**src/rtl/draw_race_timer.sv**
```systemverilog
// Race timer overlay: counts MM:SS:FF from frame ticks and draws it over the pixel stream.
// Build option RACE_TIMER_BG_EN puts a solid black plate behind the text box.
module draw_race_timer #(
    parameter int          XPOS           = 16,
    parameter int          YPOS           = 16,
    parameter logic [11:0] TEXT_COLOR     = 12'hFFF,
    parameter int          FRAMES_PER_SEC = 60
) (
    input  logic        pclk,
    input  logic        rst,
    input  logic [10:0] hcount_in,
    input  logic [10:0] vcount_in,
    input  logic        hsync_in,
    input  logic        vsync_in,
    input  logic        hblnk_in,
    input  logic        vblnk_in,
    input  logic [11:0] rgb_in,
    input  logic        frame_tick,
    input  logic        run,
    input  logic        clear,
    input  logic [7:0]  char_pixels,
    output logic [10:0] char_addr,
    output logic [10:0] hcount_out,
    output logic [10:0] vcount_out,
    output logic        hsync_out,
    output logic        vsync_out,
    output logic        hblnk_out,
    output logic        vblnk_out,
    output logic [11:0] rgb_out,
    output logic [23:0] time_bcd
);

    typedef enum logic [1:0] {IDLE, RUN, HOLD} state_t;

    typedef struct packed {
        logic [10:0] hcount;
        logic [10:0] vcount;
        logic        hsync;
        logic        vsync;
        logic        hblnk;
        logic        vblnk;
        logic [11:0] rgb;
    } timing_t;

    localparam logic [3:0]  F_MAX1 = 4'((FRAMES_PER_SEC - 1) / 10);
    localparam logic [3:0]  F_MAX0 = 4'((FRAMES_PER_SEC - 1) % 10);
    localparam logic [11:0] X_LO   = 12'(XPOS);
    localparam logic [11:0] X_HI   = 12'(XPOS + 63);
    localparam logic [11:0] Y_LO   = 12'(YPOS);
    localparam logic [11:0] Y_HI   = 12'(YPOS + 15);

    state_t      state_q, state_d;
    logic [23:0] time_q, time_d, time_inc;
    logic [23:0] disp_q, disp_d;
    logic        at_max;

    logic [3:0] m1, m0, s1, s0, f1, f0;
    assign {m1, m0, s1, s0, f1, f0} = time_q;

    // BCD carry chain FF -> SS -> MM
    always_comb begin
        time_inc = time_q;
        if (f1 == F_MAX1 && f0 == F_MAX0) begin
            time_inc[7:0] = 8'h00;
            if (s1 == 4'd5 && s0 == 4'd9) begin
                time_inc[15:8] = 8'h00;
                if (m0 == 4'd9) begin
                    time_inc[19:16] = 4'd0;
                    time_inc[23:20] = m1 + 4'd1;
                end else begin
                    time_inc[19:16] = m0 + 4'd1;
                end
            end else if (s0 == 4'd9) begin
                time_inc[11:8]  = 4'd0;
                time_inc[15:12] = s1 + 4'd1;
            end else begin
                time_inc[11:8] = s0 + 4'd1;
            end
        end else if (f0 == 4'd9) begin
            time_inc[3:0] = 4'd0;
            time_inc[7:4] = f1 + 4'd1;
        end else begin
            time_inc[3:0] = f0 + 4'd1;
        end
    end

    assign at_max = (time_q[23:8] == 16'h9959) && (f1 == F_MAX1) && (f0 == F_MAX0);

    always_comb begin
        state_d = state_q;
        time_d  = time_q;
        if (clear) begin
            state_d = IDLE;
            time_d  = 24'h000000;
        end else begin
            case (state_q)
                IDLE, HOLD: if (run) state_d = RUN;
                RUN: begin
                    if (!run) state_d = HOLD;
                    if (frame_tick && !at_max) time_d = time_inc;
                end
                default: state_d = IDLE;
            endcase
        end
        disp_d = vblnk_in ? time_q : disp_q;
    end

    always_ff @(posedge pclk) begin
        if (rst) begin
            state_q <= IDLE;
            time_q  <= 24'h000000;
            disp_q  <= 24'h000000;
        end else begin
            state_q <= state_d;
            time_q  <= time_d;
            disp_q  <= disp_d;
        end
    end

    assign time_bcd = time_q;

    // Character codes of the eight box cells, taken from the frame snapshot
    logic [6:0] char_codes [8];
    genvar gi;
    generate
        for (gi = 0; gi < 8; gi++) begin : g_chars
            if (gi == 2 || gi == 5) begin : g_colon
                assign char_codes[gi] = 7'h3A;
            end else begin : g_digit
                localparam int NIB = (gi < 2) ? 5 - gi : (gi < 5) ? 6 - gi : 7 - gi;
                assign char_codes[gi] = {3'b011, disp_q[NIB*4 +: 4]};
            end
        end
    endgenerate

    timing_t     s1_q, s1_d, s2_q, s2_d;
    logic [10:0] char_addr_q, char_addr_d;
    logic [2:0]  s1_col_q, s1_col_d, s2_col_q, s2_col_d;
    logic        s1_in_box_q, s1_in_box_d, s2_in_box_q, s2_in_box_d;
    logic [5:0]  rx;
    logic [3:0]  ry;

    // Only the low bits of the local coordinates are needed; those do not depend on the high bits
    assign rx = hcount_in[5:0] - 6'(XPOS);
    assign ry = vcount_in[3:0] - 4'(YPOS);

    always_comb begin
        s1_in_box_d = ({1'b0, hcount_in} >= X_LO) && ({1'b0, hcount_in} <= X_HI) &&
                      ({1'b0, vcount_in} >= Y_LO) && ({1'b0, vcount_in} <= Y_HI);
        s1_col_d    = rx[2:0];
        char_addr_d = s1_in_box_d ? {char_codes[rx[5:3]], ry} : 11'h000;
        s1_d        = '{hcount: hcount_in, vcount: vcount_in, hsync: hsync_in,
                        vsync: vsync_in, hblnk: hblnk_in, vblnk: vblnk_in, rgb: rgb_in};
        s2_d        = s1_q;
        s2_col_d    = s1_col_q;
        s2_in_box_d = s1_in_box_q;
    end

    always_ff @(posedge pclk) begin
        if (rst) begin
            s1_q        <= '0;
            s2_q        <= '0;
            char_addr_q <= 11'h000;
            s1_col_q    <= 3'd0;
            s2_col_q    <= 3'd0;
            s1_in_box_q <= 1'b0;
            s2_in_box_q <= 1'b0;
        end else begin
            s1_q        <= s1_d;
            s2_q        <= s2_d;
            char_addr_q <= char_addr_d;
            s1_col_q    <= s1_col_d;
            s2_col_q    <= s2_col_d;
            s1_in_box_q <= s1_in_box_d;
            s2_in_box_q <= s2_in_box_d;
        end
    end

    // The font row arrives alongside stage 2, so the final pick is combinational on it
    always_comb begin
        rgb_out = s2_q.rgb;
        if (s2_q.hblnk || s2_q.vblnk) begin
            rgb_out = 12'h000;
        end else if (s2_in_box_q && char_pixels[~s2_col_q]) begin
            rgb_out = TEXT_COLOR;
        end else begin
`ifdef RACE_TIMER_BG_EN
            if (s2_in_box_q) rgb_out = 12'h000;
`else
            rgb_out = s2_q.rgb;
`endif
        end
    end

    assign char_addr  = char_addr_q;
    assign hcount_out = s2_q.hcount;
    assign vcount_out = s2_q.vcount;
    assign hsync_out  = s2_q.hsync;
    assign vsync_out  = s2_q.vsync;
    assign hblnk_out  = s2_q.hblnk;
    assign vblnk_out  = s2_q.vblnk;

endmodule

```
**config.mk**
```make
export PLATFORM = sky130hd
export DESIGN_NAME = draw_race_timer
export DESIGN_NICKNAME = d
export VERILOG_FILES = /design/src/rtl/draw_race_timer.sv
export SDC_FILE = /design/constraint.sdc
export NUM_CORES = 1
export LEC_CHECK = 0
export ABC_AREA = 1
export CORE_ASPECT_RATIO = 1.25
export CORE_MARGIN = 4
export CORE_UTILIZATION = 50
export CTS_CLUSTER_SIZE = 28
export DETAILED_ROUTE_END_ITERATION = 8
export PLACE_DENSITY = 0.91
export SETUP_SLACK_MARGIN = 0.05
export SYNTH_ARGS = -nofsm -noshare
export SYNTH_HDL_FRONTEND = slang
export SYNTH_SLANG_ARGS = --single-unit
```
**constraint.sdc**
```tcl
create_clock -name pclk -period 1.6 [get_ports pclk]
set_input_delay 0.32 -clock pclk [delete_from_list [all_inputs] [get_ports pclk]]
set_output_delay 0.32 -clock pclk [all_outputs]
set_load 0.02 [all_outputs]
```
# After elaboration in Yosys (flattened, before gate mapping)
# Cells that the tools add are included.
[word_totals] regBits=145 output_inout_bits=73 wordCells=94
[op_classes] add_sub_neg=7 n_lt_le_gt_ge=6 eq_ne=10 muxes=17 bitwise_logic=3 n_reduce_logical=24
[ops] cell="$add A4 B1 Y4 const B" n=6
[ops] cell="$mux W12" n=2
[ops] cell="$ge A11 B5 Y1 const B" n=2
[ops] cell="$bmux W7 S3" n=1
[ops] cell="$mux W4" n=5
[ops] cell="$eq A16 B16 Y1 const B" n=1
[ops] cell="$mux W8" n=2
[ops] cell="$mux W7" n=2
[ops] cell="$eq A4 B4 Y1 const B" n=3
[ops] cell="$le A11 B5 Y1 const B" n=1
[ops] cell="$le A11 B7 Y1 const B" n=1
[ops] cell="$logic_and A1 B1 Y1" n=9
[ops] cell="$eq A4 B3 Y1 const B" n=2
[ops] cell="$reduce_and A4 Y1" n=2
[ops] cell="$reduce_and A3 Y1" n=2
[ops] cell="$reduce_or A2 Y1" n=3
[ops] cell="$sub A6 B5 Y6 const B" n=1
[ops] cell="$reduce_and A5 Y1" n=1
[ops] cell="$ge A4 B4 Y1 const B" n=1
[ops] cell="$lt A3 B4 Y1 const B" n=1
[ops] cell="$mux W2" n=2
[ops] cell="$ne A2 B2 Y1 const B" n=2
[ops] cell="$not A3 Y4" n=1
[ops] cell="$pmux W2 S2" n=1
[ops] cell="11 further kinds" n=13

# Depth between registers and ports, before layout
[logic_depth] word_depth=6 depth_mapped=11 mapped_depth_nobuf=11

# Worst setup path before layout
# Ideal clock, no wire load.
[synth_timing] kind="flip-flop to output port" start="register hcount_out[0] (netlist name)" end="output rgb_out[0]" t_arrival_ns=1.307 path_slack_ns=-0.027 stages_incl_launch_ff=8 path_buffers=1 cell_sequence="dfxtp_1 > nor2_1 > nor2_1 > o21ai_0 > o211ai_1 > o211ai_1 > buf_2 > a21oi_1"
[synth_lines] item="end: declaration" line="29" text="output logic [11:0] rgb_out,"

==> flow_metrics.env <==
export IMPL_fp_dieW_microns=101.0
export IMPL_antenna_found_initial=0
export IMPL_gp_congestion=0.8450
export IMPL_synth_top_area_share_pct=50.69
export IMPL_power_total_w=0.008049
export IMPL_r2r_start="time_bcd[1]$_SDFFE_PP0P_"
export IMPL_pwr_share_clk_pct=48.4
export IMPL_grt_max_degree=101
export IMPL_clockBufferDepth=2
export IMPL_wl_per_cell_microns=13.33
export IMPL_num_antenna_cells=0
export IMPL_syn_area_sq_mm=0.005410
export IMPL_grt_overflow_total=0
export IMPL_finalHoldViolCount=0
export IMPL_cts_tree="yes"
export IMPL_ioPinCount=124
export IMPL_synth_fp_nets=740
export IMPL_rsz0062_at_grt="true"
export IMPL_swShare_pct=21.85
export IMPL_worstSetupStartpointType="flip-flop"
export IMPL_critPathTopFamily="compound AO/OA/AOI/OAI gates"
export IMPL_grt_usage_pct=20.29
export IMPL_reg2reg_depth=8
export IMPL_num_fill_cells=773
export IMPL_synthCells=681
export IMPL_wl_microns=12770
export IMPL_fin_util_pct=70.68
export IMPL_dp_hpwl_microns=8826
export IMPL_synth_edf_count=0
export IMPL_drt_iter0_markers=281
export IMPL_ys_ff_latch=137
export IMPL_drc=0
export IMPL_violations="setup timing"
export IMPL_min_from="rst"
export IMPL_vias_per_cell=4.797
export IMPL_status="complete, but fails checks"
export IMPL_multiInputGateArea_sq_mm=0.002031
export IMPL_via_count=4596
export IMPL_post_cts_buffers=0
export IMPL_grt_pass1_wl_microns=20400
export IMPL_cts_htree_levels=4
export IMPL_ff_latch_area_sq_mm=0.002764
export IMPL_cts_buffers=17
export IMPL_cp_slowest_stage_delay_ns=0.37
export IMPL_p_per_area_mw_per_mm2=1078
export IMPL_power_frac_seq_pct=44.4
export IMPL_clock_latency_ns=0.41
export IMPL_fin_nets=873
export IMPL_dieArea_sq_mm=0.01256
export IMPL_areaGrowthSynthToFinish_pct=38.00
export IMPL_crit_chain="inv_2 > o21ai_1 > o21ai_1 > o211ai_1 > buf_4 > a21oi_2 > buf_4"
export IMPL_ys_seq_area_share_pct=50.69
export IMPL_crit_arrival_ns=1.81
export IMPL_hold_ws_ns=0.1387
export IMPL_max_freq_ghz=0.4694
export IMPL_setup_ws_ns=-0.5305
export IMPL_io_buffers=122
export IMPL_critical_path_max_fanout=6
export IMPL_coreArea_sq_mm=0.01056
export IMPL_dr_pass1_iters=4
export IMPL_ys_warn_count=0
export IMPL_finalClockSkew_ns=0.006902
export IMPL_fin_crit_sh_pct=133.2
export IMPL_vdd_drop_max_v=0.0007138
export IMPL_critPathSlowestCell="dfxtp_4"
export IMPL_synthDistinctLibCells=37
export IMPL_startpoint="hcount_out[0]$_SDFF_PP0_"
export IMPL_path_clk_slew_ns=0.05
export IMPL_cp_num_buf_inv=3
export IMPL_synthTopCellsByArea="dfxtp_1 (51%), nor2_1 (10%), inv_1 (8.4%)"
export IMPL_rows=42
export IMPL_leakage_nw=3.520
export IMPL_crit_required_ns=1.28
export IMPL_fin_crit_ns=2.130
export IMPL_power_switching_w=0.001759
export IMPL_initial_utilization_pct=51.22
export IMPL_cts_sinks=137
export IMPL_yosys_area_top_type="dfxtp_1"
export IMPL_maxCapViolCount=0
export IMPL_grt_pass1_vias=4506
export IMPL_yosys_most_used_dff="dfxtp_1"
export IMPL_route_antenna_remaining_nets=0
export IMPL_drive_above_1_share_pct=19.13
export IMPL_die_y_microns=124.3
export IMPL_crit_cells=7
export IMPL_report_final_slew_viol_count=0
export IMPL_hold_class="in2reg"
export IMPL_power_frac_comb_pct=7.3
export IMPL_setup_viol=12
export IMPL_worstSetupPathType="reg2out"
export IMPL_end_kind="output pin"
export IMPL_power_internal_w=0.006290
export IMPL_async_flop_share_pct=0
export IMPL_syn_avg_cell_area_sq_um=7.944
export IMPL_min_delay_path_depth=2
export IMPL_clk_root_buffer_cell="clkbuf_16"
==> sequential cells by signal, summed over array words and instances, names as in the netlist <==
| name | flops |
|---|---|
| vblnk_out | 1 |
| hcount_out | 11 |
| s2_in_box_q | 1 |
| hsync_out | 1 |
| s1_q | 38 |
| disp_q | 24 |
| hblnk_out | 1 |
| char_addr | 9 |
| time_bcd | 24 |
| s1_in_box_q | 1 |
| vcount_out | 11 |
| state_q | 2 |
| vsync_out | 1 |
| s2_q | 12 |
==> power groups by stage <==
stage | registers [W] | clock network (W) | logic (W)
after floorplan | 0.00364 | 0 | 0.000321
final | 0.00357 | 0.00389 | 0.000584
after global placement | 0.00364 | 0 | 0.000577
after global routing | 0.00358 | 0.00408 | 0.000645
after detailed placement | 0.00365 | 0 | 0.000596
after CTS | 0.00358 | 0.00395 | 0.000574
==> Yosys cell counts, types with 2 or more instances <==
master and number:
a211oi_1 22, a21oi_1 31, a21oi_2 5, a31oi_1 3
buf_4 24, clkbuf_1 22, dfxtp_1 137, ha_1 8
inv_1 121, inv_2 6, nand2_1 61, nand2_2 4
nand2_4 4, nand3_1 16, nand3_2 2, nand4_1 7
nor2_1 144, nor2_2 6, nor2_4 4, nor2_8 2
nor3_1 3, o211ai_1 2, o21ai_0 24, o21ai_1 4
o311ai_0 2, xor2_1 6
==> kinds of logic (layout without fill, tap and decap cells) <==
| family | after synthesis | in the layout | share of synthesized area [%] |
|---|---|---|---|
| adders and majority gates | 8 | 8 | 1.850 |
| AOI/OAI and AO/OA | 94 | 94 | 10.41 |
| xor gates and xnor gates | 7 | 7 | 1.133 |
| and+or+nand+nor | 258 | 258 | 21.90 |
| DFF | 137 | 137 | 50.69 |
| buffers and inverters | 176 | 321 | 13.95 |
| other | 1 | 1 | 0.06931 |
==> placed cells by master, fill, tap and decap left out, drive strengths merged <==
master / netlist / routed
or2: 1 / 1
nor2: 156 / 156
nor4: 1 / 1
clkinvlp: 0 / 3
o21bai: 1 / 1
dlygate4sd2: 0 / 48
buf: 25 / 52
inv: 128 / 128
nand3: 19 / 19
bufinv: 0 / 3
nand4: 9 / 9
clkdlybuf4s50: 0 / 49
nand2: 69 / 69
xnor2: 1 / 1
ha: 8 / 8
o311ai: 2 / 2
conb: 1 / 1
xor2: 6 / 6
clkinv: 1 / 6
clkbuf: 22 / 26
o211ai: 2 / 2
o21ai: 28 / 28
a31oi: 3 / 3
clkdlybuf4s15: 0 / 6
a21oi: 36 / 36
dfxtp: 137 / 137
nor3: 3 / 3
a211oi: 22 / 22
==> stage by stage <==
step / instance area (sq um) / worst slack (ns) / setup TNS, ns / cells
6_report: 7466 / -0.5305 / -6.112 / 958
5_1_grt: 7466 / -0.6233 / -7.218 / 958
4_1_cts: 7323 / -0.5631 / -6.590 / 958
3_5_place_dp: 6843 / -0.9233 / -14.47 / 926
3_3_place_gp: 6843 / -0.8101 / -12.11 / 926
2_1_floorplan: 5416 / -0.02657 / -0.2657 / 681
==> layer usage <==
layer / GRT usage [%] / wire length, microns / vias to the layer above
li1: - / - / 2336
met1: 21.59 / 5001 / 2083
met2: 37.37 / 6764 / 148
met3: 4.258 / 651 / 29
met4: 8.842 / 357 / 0
met5: 0 / 0 / -
==> what timing repair did <==
action / in CTS / in global routing
resized for setup: 122 / 60
pin swaps: 3 / 10
gates cloned: 1 / 0
hold buffers: 0 / 0
endpoints found under the setup margin: 77 / 48
==> worst paths after layout <==
path / slack [ns] / endpoint
hold reg to reg: 0.40 / hcount_out[3]$_SDFF_PP0_
hold / removal: 0.14 / s1_q[20]$_SDFF_PP0_
setup / recovery: -0.53 / rgb_out[9]
setup reg to reg: 0.06 / time_bcd[7]$_SDFFE_PP0P_
==> worst reg2reg max path: stages, from the launching register on <==
cell	delay, ns
dfxtp_1	0.48
nor2_1	0.10
nand2_2	0.14
nor2_8	0.06
nand3_4	0.09
nand2_4	0.07
nor2_1	0.27
nand2_1	0.13
a21oi_2	0.14
==> area by class of cell <==
class / instances / area share [%]
clock buffers: 20 / 5.983
well taps: 132 / 2.212
inverters: 129 / 6.553
flip-flops and latches: 137 / 37.02
repair buffers: 161 / 19.04
clock inverters: 11 / 1.994
multi-input cells: 368 / 27.20
Note: power is estimated with default switching activity, not from simulation.
